### config.mk
export PLATFORM = sky130hd
export DESIGN_NAME = instr_fetch_decode
export DESIGN_NICKNAME = d
export VERILOG_FILES = /design/src/rtl/instr_fetch_decode.sv
export SDC_FILE = /design/constraint.sdc
export NUM_CORES = 1
export LEC_CHECK = 0
export CAP_MARGIN = 40
export CORE_UTILIZATION = 47
export DETAILED_ROUTE_END_ITERATION = 6
export PLACE_DENSITY_LB_ADDON = 0.1
export SLEW_MARGIN = 10
export SYNTH_ARGS = -nofsm -noshare
export SYNTH_HDL_FRONTEND = slang
export SYNTH_SLANG_ARGS = --single-unit
### constraint.sdc
create_clock -name clock -period 3.1 [get_ports clock]
set_input_delay 0.93 -clock clock [delete_from_list [all_inputs] [get_ports clock]]
set_output_delay 0.93 -clock clock [all_outputs]
set_load 0.005 [all_outputs]
### src/rtl/instr_fetch_decode.sv
// Instruction fetch register and immediate-format pre-decode feeding the sign extender.
// Optional build macro IFD_ILLEGAL_CHECK_EN flags opcodes outside the recognised set.
module instr_fetch_decode #(
    parameter int TIMEOUT = 16,
    parameter int CNT_W   = 5
) (
    input  logic        clock,
    input  logic        reset,
    input  logic        fetch_en,
    output logic        fetch_req,
    input  logic        fetch_gnt,
    input  logic        fetch_rvalid,
    input  logic [31:0] fetch_rdata,
    input  logic        err_clr,
    output logic        dec_valid,
    input  logic        dec_ready,
    output logic [31:0] Instr31_0,
    output logic [2:0]  InstrType,
    output logic        fetch_err,
    output logic        illegal
);

    typedef enum logic [2:0] {IDLE, REQ, WAIT, VALID, ERR} state_t;

    localparam logic [CNT_W-1:0] TIMER_LAST = CNT_W'(TIMEOUT - 1);

    state_t           state;
    logic [CNT_W-1:0] timer;
    logic [6:0]       opcode;
    logic [2:0]       fmt;
    logic             unknown;

    assign opcode = fetch_rdata[6:0];

    always_comb begin
        fmt = 3'b111;
        case (opcode)
            7'b0000011, 7'b0010011, 7'b0011011,
            7'b1100111, 7'b1110011:             fmt = 3'b000;
            7'b0100011:                         fmt = 3'b001;
            7'b1100011:                         fmt = 3'b010;
            7'b1101111:                         fmt = 3'b011;
            7'b0110111, 7'b0010111:             fmt = 3'b100;
            default:                            fmt = 3'b111;
        endcase
    end

    // R-type opcodes are legal but carry no immediate, so they also decode to 111
    assign unknown = (fmt == 3'b111) && (opcode != 7'b0110011) && (opcode != 7'b0111011);

    always_ff @(posedge clock or negedge reset) begin
        if (!reset) begin
            state     <= IDLE;
            timer     <= '0;
            fetch_req <= 1'b0;
            dec_valid <= 1'b0;
            fetch_err <= 1'b0;
            illegal   <= 1'b0;
            Instr31_0 <= 32'h0;
            InstrType <= 3'b111;
        end else begin
            case (state)
                IDLE: begin
                    if (fetch_en) begin
                        state     <= REQ;
                        fetch_req <= 1'b1;
                    end
                end
                REQ: begin
                    if (fetch_gnt) begin
                        state     <= WAIT;
                        fetch_req <= 1'b0;
                        timer     <= '0;
                    end
                end
                WAIT: begin
                    if (fetch_rvalid) begin
                        state     <= VALID;
                        dec_valid <= 1'b1;
                        Instr31_0 <= fetch_rdata;
                        InstrType <= fmt;
`ifdef IFD_ILLEGAL_CHECK_EN
                        illegal   <= unknown;
`else
                        illegal   <= 1'b0;
`endif
                    end else if (timer == TIMER_LAST) begin
                        state     <= ERR;
                        fetch_err <= 1'b1;
                    end else begin
                        timer <= timer + 1'b1;
                    end
                end
                VALID: begin
                    if (dec_ready) begin
                        dec_valid <= 1'b0;
                        if (fetch_en) begin
                            state     <= REQ;
                            fetch_req <= 1'b1;
                        end else begin
                            state <= IDLE;
                        end
                    end
                end
                ERR: begin
                    if (err_clr) begin
                        state     <= IDLE;
                        fetch_err <= 1'b0;
                    end
                end
                default: begin
                    state     <= IDLE;
                    fetch_req <= 1'b0;
                    dec_valid <= 1'b0;
                end
            endcase
        end
    end

`ifndef IFD_ILLEGAL_CHECK_EN
    logic unused_unknown;
    assign unused_unknown = unknown;
`endif

endmodule
# Word level (Yosys, flattened, before mapping)
# Index checks and enable logic that the tools add are counted.
dict set report word_totals {
  ff_bits 46
  in_bits 39
  output_inout_bits 39
  wordCells 71
}
dict set report op_classes {
  add_sub_neg 1
  eq_ne 24
  n_mux 24
  n_bitwise 2
  reduce_logical 13
}
# operator n
set ops {}
lappend ops {{$pmux 3 s5} 2}
lappend ops {{$eq 7x7->1 const B} 4}
lappend ops {{$eq 7x5->1 const B} 3}
lappend ops {{$mux 3} 6}
lappend ops {{$ne 2x2->1 const B} 8}
lappend ops {{$mux 5} 3}
lappend ops {{$eq 7x6->1 const B} 2}
lappend ops {{$pmux 5 s2} 1}
lappend ops {{$mux 1} 9}
lappend ops {{$reduce_and 4->1} 2}
lappend ops {{$eq 7x2->1 const B} 1}
lappend ops {{$eq 3x2->1 const B} 2}
lappend ops {{$reduce_and 3->1} 2}
lappend ops {{$add 5x1->5 const B} 1}
lappend ops {{$eq 5x4->1 const B} 1}
lappend ops {{$reduce_and 5->1} 1}
lappend ops {{$reduce_or 5->1} 1}
lappend ops {{$pmux 1 s4} 1}
lappend ops {{$reduce_bool 2->1} 2}
lappend ops {{$reduce_or 2->1} 2}
lappend ops {{$eq 3x1->1 const B} 1}
lappend ops {{$eq 3x3->1 const B} 1}
lappend ops {{$logic_not 3->1} 1}
lappend ops {{$ne 3x3->1 const B} 1}
lappend ops {{5 further kinds} 6}

# Logic depth before layout (Yosys ltp)
# Gate-level depths: netlist (run 1).
dict set report depth {
  depth_word 4
  ltp_mapped 7
  ltp_nobuf 7
}

# Least setup slack after synthesis (run 1)
# No wires, ideal clock.
dict set report synth_path {
  kind {register to register}
  from {register timer[0]}
  to {register timer[1]}
  arrival_ns 1.885
  t_required_ns 2.978
  slack_ns 1.094
  path_stages_with_launch 7
  path_buffers 0
  cell_sequence {dfrtp_1 > ha_1 > and3_1 > ha_1 > or4b_1 > a21o_1 > a32o_1}
}
dict set report synth_via {
  elab_chain_cells 4
  elab_cells_between_ends 7
}
# element line_no
set synth_lines {}
lappend synth_lines {{start: declaration} 28} ;# logic [CNT_W-1:0] timer;
lappend synth_lines {{start signal: assignment} 91} ;# timer <= timer + 1'b1;
lappend synth_lines {{$add 5x1->5} 91}
lappend synth_lines {{$mux 5} 87} ;# end else if (timer == TIMER_LAST) begin
lappend synth_lines {{$mux 5} 77} ;# if (fetch_rvalid) begin
lappend synth_lines {{$pmux 5 s2} 62} ;# case (state)
# Parallel ways exist; a longest one is shown, timed or not. The select of a mux whose other input is x is not followed.
# A chain may end at the register's enable or synchronous reset.

# Worst setup path after layout (run 1)
dict set report layout_path {
  from {input port fetch_rvalid}
  to {register Instr31_0[27]}
}
dict set report layout_via {
  elab_chain_cells 1
}
# element line_no
set layout_lines {}
lappend layout_lines {{start: declaration} 12} ;# input logic fetch_rvalid,
lappend layout_lines {{$reduce_and 2->1 (no line)} --}
lappend layout_lines {{end signal: assignment} 80} ;# Instr31_0 <= fetch_rdata;
lappend layout_lines {{end: declaration} 17} ;# output logic [31:0] Instr31_0,
# No other way between the ends.

==> summary.md, run 1 <==
| Metric | Value |
|---|---|
| Initial Util | about 50% |
| Core area | 4086 um2 |
| First drt pass iteration count | 4 |
| Routed len/inst | 15.04 um |
| Comb power frac | 44.3% |
| RSZ-0062 raised after global routing | false |
| Non-Filler Instances | slightly below 300 |
| Post-Route WL | 4466 um |
| Initial antenna violation count | 0 |
| Switching share of power | 29.59% |
| Yosys warns | 0 |
| Crit path required time | between 3000 and 4000 ps |
| Synth Instances | between 150 and 200 |
| Final Wtd Congestion | about 0.73 |
| Peak VDD IR | 0.5086 mV |
| GRT overflow | 0 |
| Worst skew pair latency | 290 ps |
| Startpoint class of the critical path | input pin |
| Final Max Slew Viols | 0 |
| Area after DPL | 2856 um2 |
| Die Width | 68.00 um |
| Crit path max fanout | 29 |
| Post-route cell area | approximately 3000 um2 |
| Ant diodes | 0 |
| Seq/Total Area, Yosys | 56.42% |
| Routed vias | 1586 |
| Final Hold Fails | 0 |
| Clk sinks | 46 |
| Final setup fails | 0 |
| IO Port Bufs | 76 |
| Max Freq | 0.4291 GHz |
| Status | complete, no violations |
| CTS tree | built |
| First-pass GRT wire length | 7107 um |
| Die height | roughly 70 um |
| Antenna viol nets, final | 0 |
| CP Capture Type | register |
| Total GRT Usage | 21.10% |
| Netlist cell types | 38 |
| Leak | 0.001211 uW |
| Clock power share | approximately 14% |
| Worst Hold Margin | roughly 480 ps |
| Avg Cell Area, Syn | approximately 12 um2 |
| Synth Cell Area | 2047 um2 |
| Share of cells above drive strength 1 | approximately a fifth |
| Row count | 23 |
| DR vias/cell | between 5 and 6 |
| HP Class | reg2reg |
| #FFs+latches synth | 46 |
| Int Pwr | between 1500 and 2000 uW |
| Flop pwr share | 42.2% |
| Largest net degree at the start of global routing | 36 |
| Fin Setup TNS | 0 ps |
| Vias in the first global route | 1546 |
| Worst Path Class, Setup | in2reg |
| Layout net count | 287 |
| Placed insts | 289 |
| Root Buffer Master | clkbuf_8 |
| CTS Buf Count | 5 |
| Hold path depth | 2 |
| CTS max path bufs | 2 |
| Worst Reg-to-Reg Cells | 6 |
| CTS clock-pin slew for the worst setup and hold paths | 70 ps |
| Clk_skew | between 7 and 8 ps |
| CTS HTree Levels | 2 |
| Post-DP HPWL | 3328 um |
| Die area | 4623 um2 |
| Psw | 758.4 uW |
| DRT iter0 DRCs | 66 |
| Final period utilization | between 70% and 80% |
| Pwr dens | 872.1 nW/um2 |
| # hold bufs at CTS | 0 |
| Number of max-cap violations | 0 |
| # DRC | 0 |
| Io pins | 78 |
| Worst Path Arrival | 2500 ps |
| Syn Nets | 210 |
| Area Growth Syn to Fin | 43.58% |
| Post-layout min period | roughly 2300 ps |
| Worst slew pin tran | 515.4 ps |
| Power Total | around 2600 uW |
| FILL cells | 301 |
| Post-CTS Setup Bufs | 0 |
| Post-CTS resize count | 0 |
| Rel. slew slack | 65.64% |
[flip-flops by register name (all words and copies together) (netlist names)]
register   count
Instr31_0     32
InstrType      3
dec_valid      1
fetch_err      1
fetch_req      1
state          3
timer          5
[cells in the final DEF, fill, tap and decap left out, drive strengths merged, types with 3 or more instances in the layout]
master         count
buf                3
o21ai              8
a31oi              5
clkdlybuf4s50     75
xnor2              3
nand2b             5
mux2              31
nand3              6
dfstp              3
inv                3
nand2             11
nor2              11
dfrtp             43
clkbuf             6
a21oi              6
[routing by layer]
| layer | GRT usage [%] | routed length (um) |
|---|---|---|
| met5 | 0 | 0 |
| met1 | 25.05 | 1881 |
| met3 | 5.000 | 276 |
| met2 | 36.15 | 2231 |
| met4 | 9.115 | 76 |
[synthesized netlist by cell type (all sizes together)]
cell | number | area, um2
a2bb2oi | 2 | 17.52
a32oi | 1 | 8.760
xnor2 | 3 | 26.28
a31oi | 5 | 31.28
nand2b | 5 | 31.28
o21a | 1 | 7.510
and3 | 2 | 12.51
o221ai | 1 | 8.760
nand2 | 11 | 41.29
a211o | 1 | 8.760
or3b | 1 | 8.760
a21oi | 6 | 30.03
nor3 | 2 | 10.01
clkbuf | 2 | 7.510
or4b | 1 | 10.01
nor2 | 11 | 41.29
nor3b | 1 | 12.51
a311oi | 1 | 8.760
mux2 | 31 | 349.1
inv | 3 | 11.26
dfrtp | 43 | 1076
dfstp | 3 | 78.83
a32o | 1 | 10.01
o21ai | 8 | 40.04
nand3b | 2 | 15.01
a221oi | 1 | 8.760
a211oi | 1 | 7.510
mux2i | 1 | 10.01
conb | 1 | 3.750
ha | 2 | 25.02
nor2b | 1 | 6.260
a21o | 1 | 7.510
a2111o | 1 | 11.26
nand3 | 6 | 30.03
buf | 6 | 33.77
[cells by family after synthesis]
kind of cell,after synthesis,synth area share [%]
compound gates,31,10.09
xor+xnor,3,1.284
fa+ha+maj,2,1.222
buf+inv,11,2.567
flops,46,56.42
mux,32,17.54
other cells,1,0.1832
simple gates,43,10.70
[worst paths after layout]
| check | start | end | slack, ps |
|---|---|---|---|
| hold reg to reg | Instr31_0[3]$_DFFE_PN0P_ | Instr31_0[3]$_DFFE_PN0P_ | 480 |
| setup reg to reg | timer[0]$_DFFE_PN0P_ | timer[1]$_DFFE_PN0P_ | 910 |
| hold / removal | Instr31_0[3]$_DFFE_PN0P_ | Instr31_0[3]$_DFFE_PN0P_ | 480 |
| min in group asynchronous | reset | state[1]$_DFFE_PN0P_ | 510 |
| max in group asynchronous | reset | InstrType[0]$_DFFE_PN1P_ | 2050 |
| setup / recovery | fetch_rvalid | Instr31_0[27]$_DFFE_PN0P_ | 770 |
[power by group through the flow]
| stage | registers, uW | logic [uW] | clock network, uW |
|---|---|---|---|
| floorplan | 1060 | 514 | 0 |
| global placement | 1070 | 1110 | 0 |
| detailed placement | 1090 | 1140 | 0 |
| CTS | 1080 | 1150 | 356 |
| global route | 1120 | 1230 | 386 |
| finish | 1080 | 1140 | 346 |
[worst max-delay path: stages]
cell	delay, ps
clkdlybuf4s50_1	580
nand2_1	120
nor3_2	120
buf_4	360
mux2_2	380
[cell type report]
cell class              count  area (um2)  area share, %
flip-flops and latches     46        1155          39.29
multi-input cells         112       844.6          28.74
repair buffers             78       783.3          26.65
clock buffers               6       72.57          2.469
well taps                  50       62.56          2.129
inverters                   3       11.26         0.3831
clock inverters             2       10.01         0.3406
[stage by stage]
| stage | worst slack, ps | utilization, % |
|---|---|---|
| floorplan | 1094 | - |
| global placement | 503.9 | 69.41 |
| detailed placement | 474.4 | 69.90 |
| CTS | 777.5 | 71.92 |
| global route | 693.8 | 71.92 |
| finish | 769.6 | 71.92 |
(Power assumes the default switching activity.)
==> run 2: changes to the inputs <==
--- a/config.mk
+++ b/config.mk
@@ -6,7 +6,7 @@
 export NUM_CORES = 1
 export LEC_CHECK = 0
 export CAP_MARGIN = 40
-export CORE_UTILIZATION = 47
+export CORE_UTILIZATION = 39
 export DETAILED_ROUTE_END_ITERATION = 6
 export PLACE_DENSITY_LB_ADDON = 0.1
 export SLEW_MARGIN = 10
==> constraint.sdc (replaced) <==
create_clock -name clock -period 2 [get_ports clock]
set_input_delay 0.6 -clock clock [delete_from_list [all_inputs] [get_ports clock]]
set_output_delay 0.6 -clock clock [all_outputs]
set_load 0.005 [all_outputs]
==> run 2 against run 1 <==
Clock-buffer cell count decreased by 1. Die area increased by 20%. Via count increased by 2.0%. First-iteration DRC count decreased by 33%. Flip-flop and latch count unchanged. Cell count increased by 11%. Worst setup slack got worse by 760 ps. Critical path type is now reg2reg. Largest cell class unchanged. Highest routed layer unchanged.
==> summary.md, run 2 (same netlist as run 1, synthesis figures left out) <==
| Metric | Value |
|---|---|
| Final period utilization | between 90% and 100% |
| HP Class | in2async |
| Post-DP HPWL | 3194 um (-4.0%) |
| Worst Path Arrival | 2180 ps (-320 ps) |
| Fin Setup TNS | 0 ps (unchanged) |
| Final Util | 61.69% (-10 points) |
| GRT overflow | 0 (unchanged) |
| Initial antenna violation count | 0 (unchanged) |
| Pwr dens | 1313 nW/um2 (+51%) |
| Number of max-cap violations | 0 (unchanged) |
| Placed insts | 321 (+11%) |
| Routed vias | 1617 (+2.0%) |
| CTS clock-pin slew for the worst setup and hold paths | 90 ps (+20 ps) |
| Most frequent cells in the layout | clkdlybuf4s50_1 (75), dfrtp_1 (43), mux2_2 (31) |
| Peak VDD IR | 0.6279 mV (+23%) |
| Layout net count | 300 (+4.5%) |
| Antenna viol nets, final | 0 (unchanged) |
| Area Growth Syn to Fin | 52.93% |
| DRT iter0 DRCs | 44 (-33%) |
| Status | complete, no violations |
| Largest net degree at the start of global routing | 26 (-28%) |
| Ant diodes | 0 (unchanged) |
| Dpl ws | -174.6 ps (-648.9 ps) |
| Register area | 1155 um2 (unchanged) |
| DR vias/cell | 4.900 (-8.2%) |
| Non-Filler Instances | 330 (+11%) |
| Total GRT Usage | 15.60% (-5.5 points) |
| Worst Path Class, Setup | reg2reg |
| # DRC | 0 (unchanged) |
| CTS max path bufs | 2 (unchanged) |
| Root Buffer Master | clkbuf_8 |
| Die height | 74.45 um (+9.5%) |
| PnR worst setup slack | 11.67 ps (-758.0 ps) |
| Initial Util | 40.34% (-9.8 points) |
| IO Port Bufs | 76 (unchanged) |
| Max reg flops | 32 (unchanged) |
| CP Capture Type | register |
| RSZ-0062 raised after global routing | true |
| Clk_skew | 8.630 ps (+1.033 ps) |
| Post-layout min period | 1988 ps |
| Die area | 5542 um2 (+20%) |
| Crit path required time | 2190 ps (-1080 ps) |
| Worst skew pair latency | 290 ps (about the same) |
| Share of cells above drive strength 1 | 25.77% (+6.7 points) |
| Startpoint class of the critical path | register |
| Multi-input logic area | 880.8 um2 (+4.3%) |
| Routed len/inst | 12.96 um (-14%) |
| Vias in the first global route | 1442 (-6.7%) |
| Final setup fails | 0 (unchanged) |
| Post-route cell area | 3131 um2 (+6.5%) |
| CTS tree | built |
| First-pass GRT wire length | 6506 um (-8.5%) |
| Final Max Slew Viols | 0 (unchanged) |
| Area after DPL | 2999 um2 (+5.0%) |
| Die Width | 74.45 um (+9.5%) |
| Max Freq | between 0.5 and 0.6 GHz |
| Post-Route WL | 4278 um (-4.2%) |
| Clk sinks | 46 (unchanged) |
| Row count | 26 (+13%) |
| Crit path max fanout | 6 (-79%) |
| CTS HTree Levels | 2 (unchanged) |
| Io pins | 78 (unchanged) |
| Leak | 0.001288 uW (+6.4%) |
| Biggest register | Instr31_0 |
| Final Wtd Congestion | 0.7694 (+5.1%) |
| Final Hold Fails | 0 (unchanged) |
| Core area | 5075 um2 (+24%) |
| Biggest regs | Instr31_0 (32), timer (5) |
| Most common cell after layout, fill and taps aside | clkdlybuf4s50_1 |
| CTS Buf Count | 5 (unchanged) |
| First drt pass iteration count | 4 (unchanged) |
| FILL cells | 438 (+46%) |
==> run 2: cell count changes in the layout (fill, tap and decap cells not counted), sizes merged <==
cell / delta
buf: +13
clkbuf: -1
clkinvlp: +1
==> run 2: where the power goes <==
group	leakage, uW	switching [uW]	internal (uW)
combinational	0.000692	612	1290
sequential	0.000552	267	1370
clock	0.0000441	319	246
total	0.00129	1200	2910
==> run 2: metal layers <==
layer	wire length, um	vias to the layer above	GRT usage, %
li1	-	785	-
met2	1977	44	23.32
met1	2002	783	21.48
met3	260	5	5.014
met4	38	0	5.031
met5	0	-	0
==> run 2: path summary, 6_finish.rpt <==
| check | startpoint | endpoint | slack (ps) | depth (start not counted) |
|---|---|---|---|---|
| worst min-delay path | reset | timer[2]$_DFFE_PN0P_ | 230 | 1 |
| worst min register to register | Instr31_0[3]$_DFFE_PN0P_ | Instr31_0[3]$_DFFE_PN0P_ | 480 | 2 |
| worst max register to register | timer[1]$_DFFE_PN0P_ | timer[1]$_DFFE_PN0P_ | 10 | 6 |
| min in group clock | Instr31_0[3]$_DFFE_PN0P_ | Instr31_0[3]$_DFFE_PN0P_ | 480 | 2 |
| max in group asynchronous | reset | InstrType[2]$_DFFE_PN1P_ | 1190 | 2 |
| worst max-delay path | timer[1]$_DFFE_PN0P_ | timer[1]$_DFFE_PN0P_ | 10 | 6 |
==> run 2: worst max-delay path, stage by stage, from the launching register on <==
cell and delay [ps]:
dfrtp_1 390, ha_2 190, and3_4 180, ha_4 150, or4b_4 520, a21o_4 260, a32o_1 200
==> run 2: what timing repair did <==
action	4_1_cts	5_1_grt
buffers inserted	0	1
resized for setup	1	5
pin swaps	1	5
hold buffers	0	0
endpoints found under the setup margin	2	5
==> run 2: through the flow <==
step | total power (uW) | hold slack, ps
finish | 4111 | 233.8
global route | 4406 | 261.7
CTS | 4148 | 243.6
detailed placement | 3555 | 478.1
global placement | 3527 | 461.2
floorplan | 2441 | 304.4
==> run 2: cell type report <==
| class | count | area share (%) |
|---|---|---|
| clock buffers | 5 | 2.198 |
| multi-input cells | 112 | 28.14 |
| inverters | 3 | 0.3597 |
| repair buffers | 91 | 28.94 |
| clock inverters | 3 | 0.6795 |
| well taps | 70 | 2.798 |
| flip-flops and latches | 46 | 36.89 |
==> run 3: changes to the inputs <==
--- a/config.mk
+++ b/config.mk
@@ -9,7 +9,7 @@
 export CORE_UTILIZATION = 39
 export DETAILED_ROUTE_END_ITERATION = 6
 export PLACE_DENSITY_LB_ADDON = 0.1
-export SLEW_MARGIN = 10
+export SLEW_MARGIN = 20
 export SYNTH_ARGS = -nofsm -noshare
 export SYNTH_HDL_FRONTEND = slang
 export SYNTH_SLANG_ARGS = --single-unit
==> results of run 3 <==
Same layout as run 2: the final DEF is identical, and so are final timing and power.
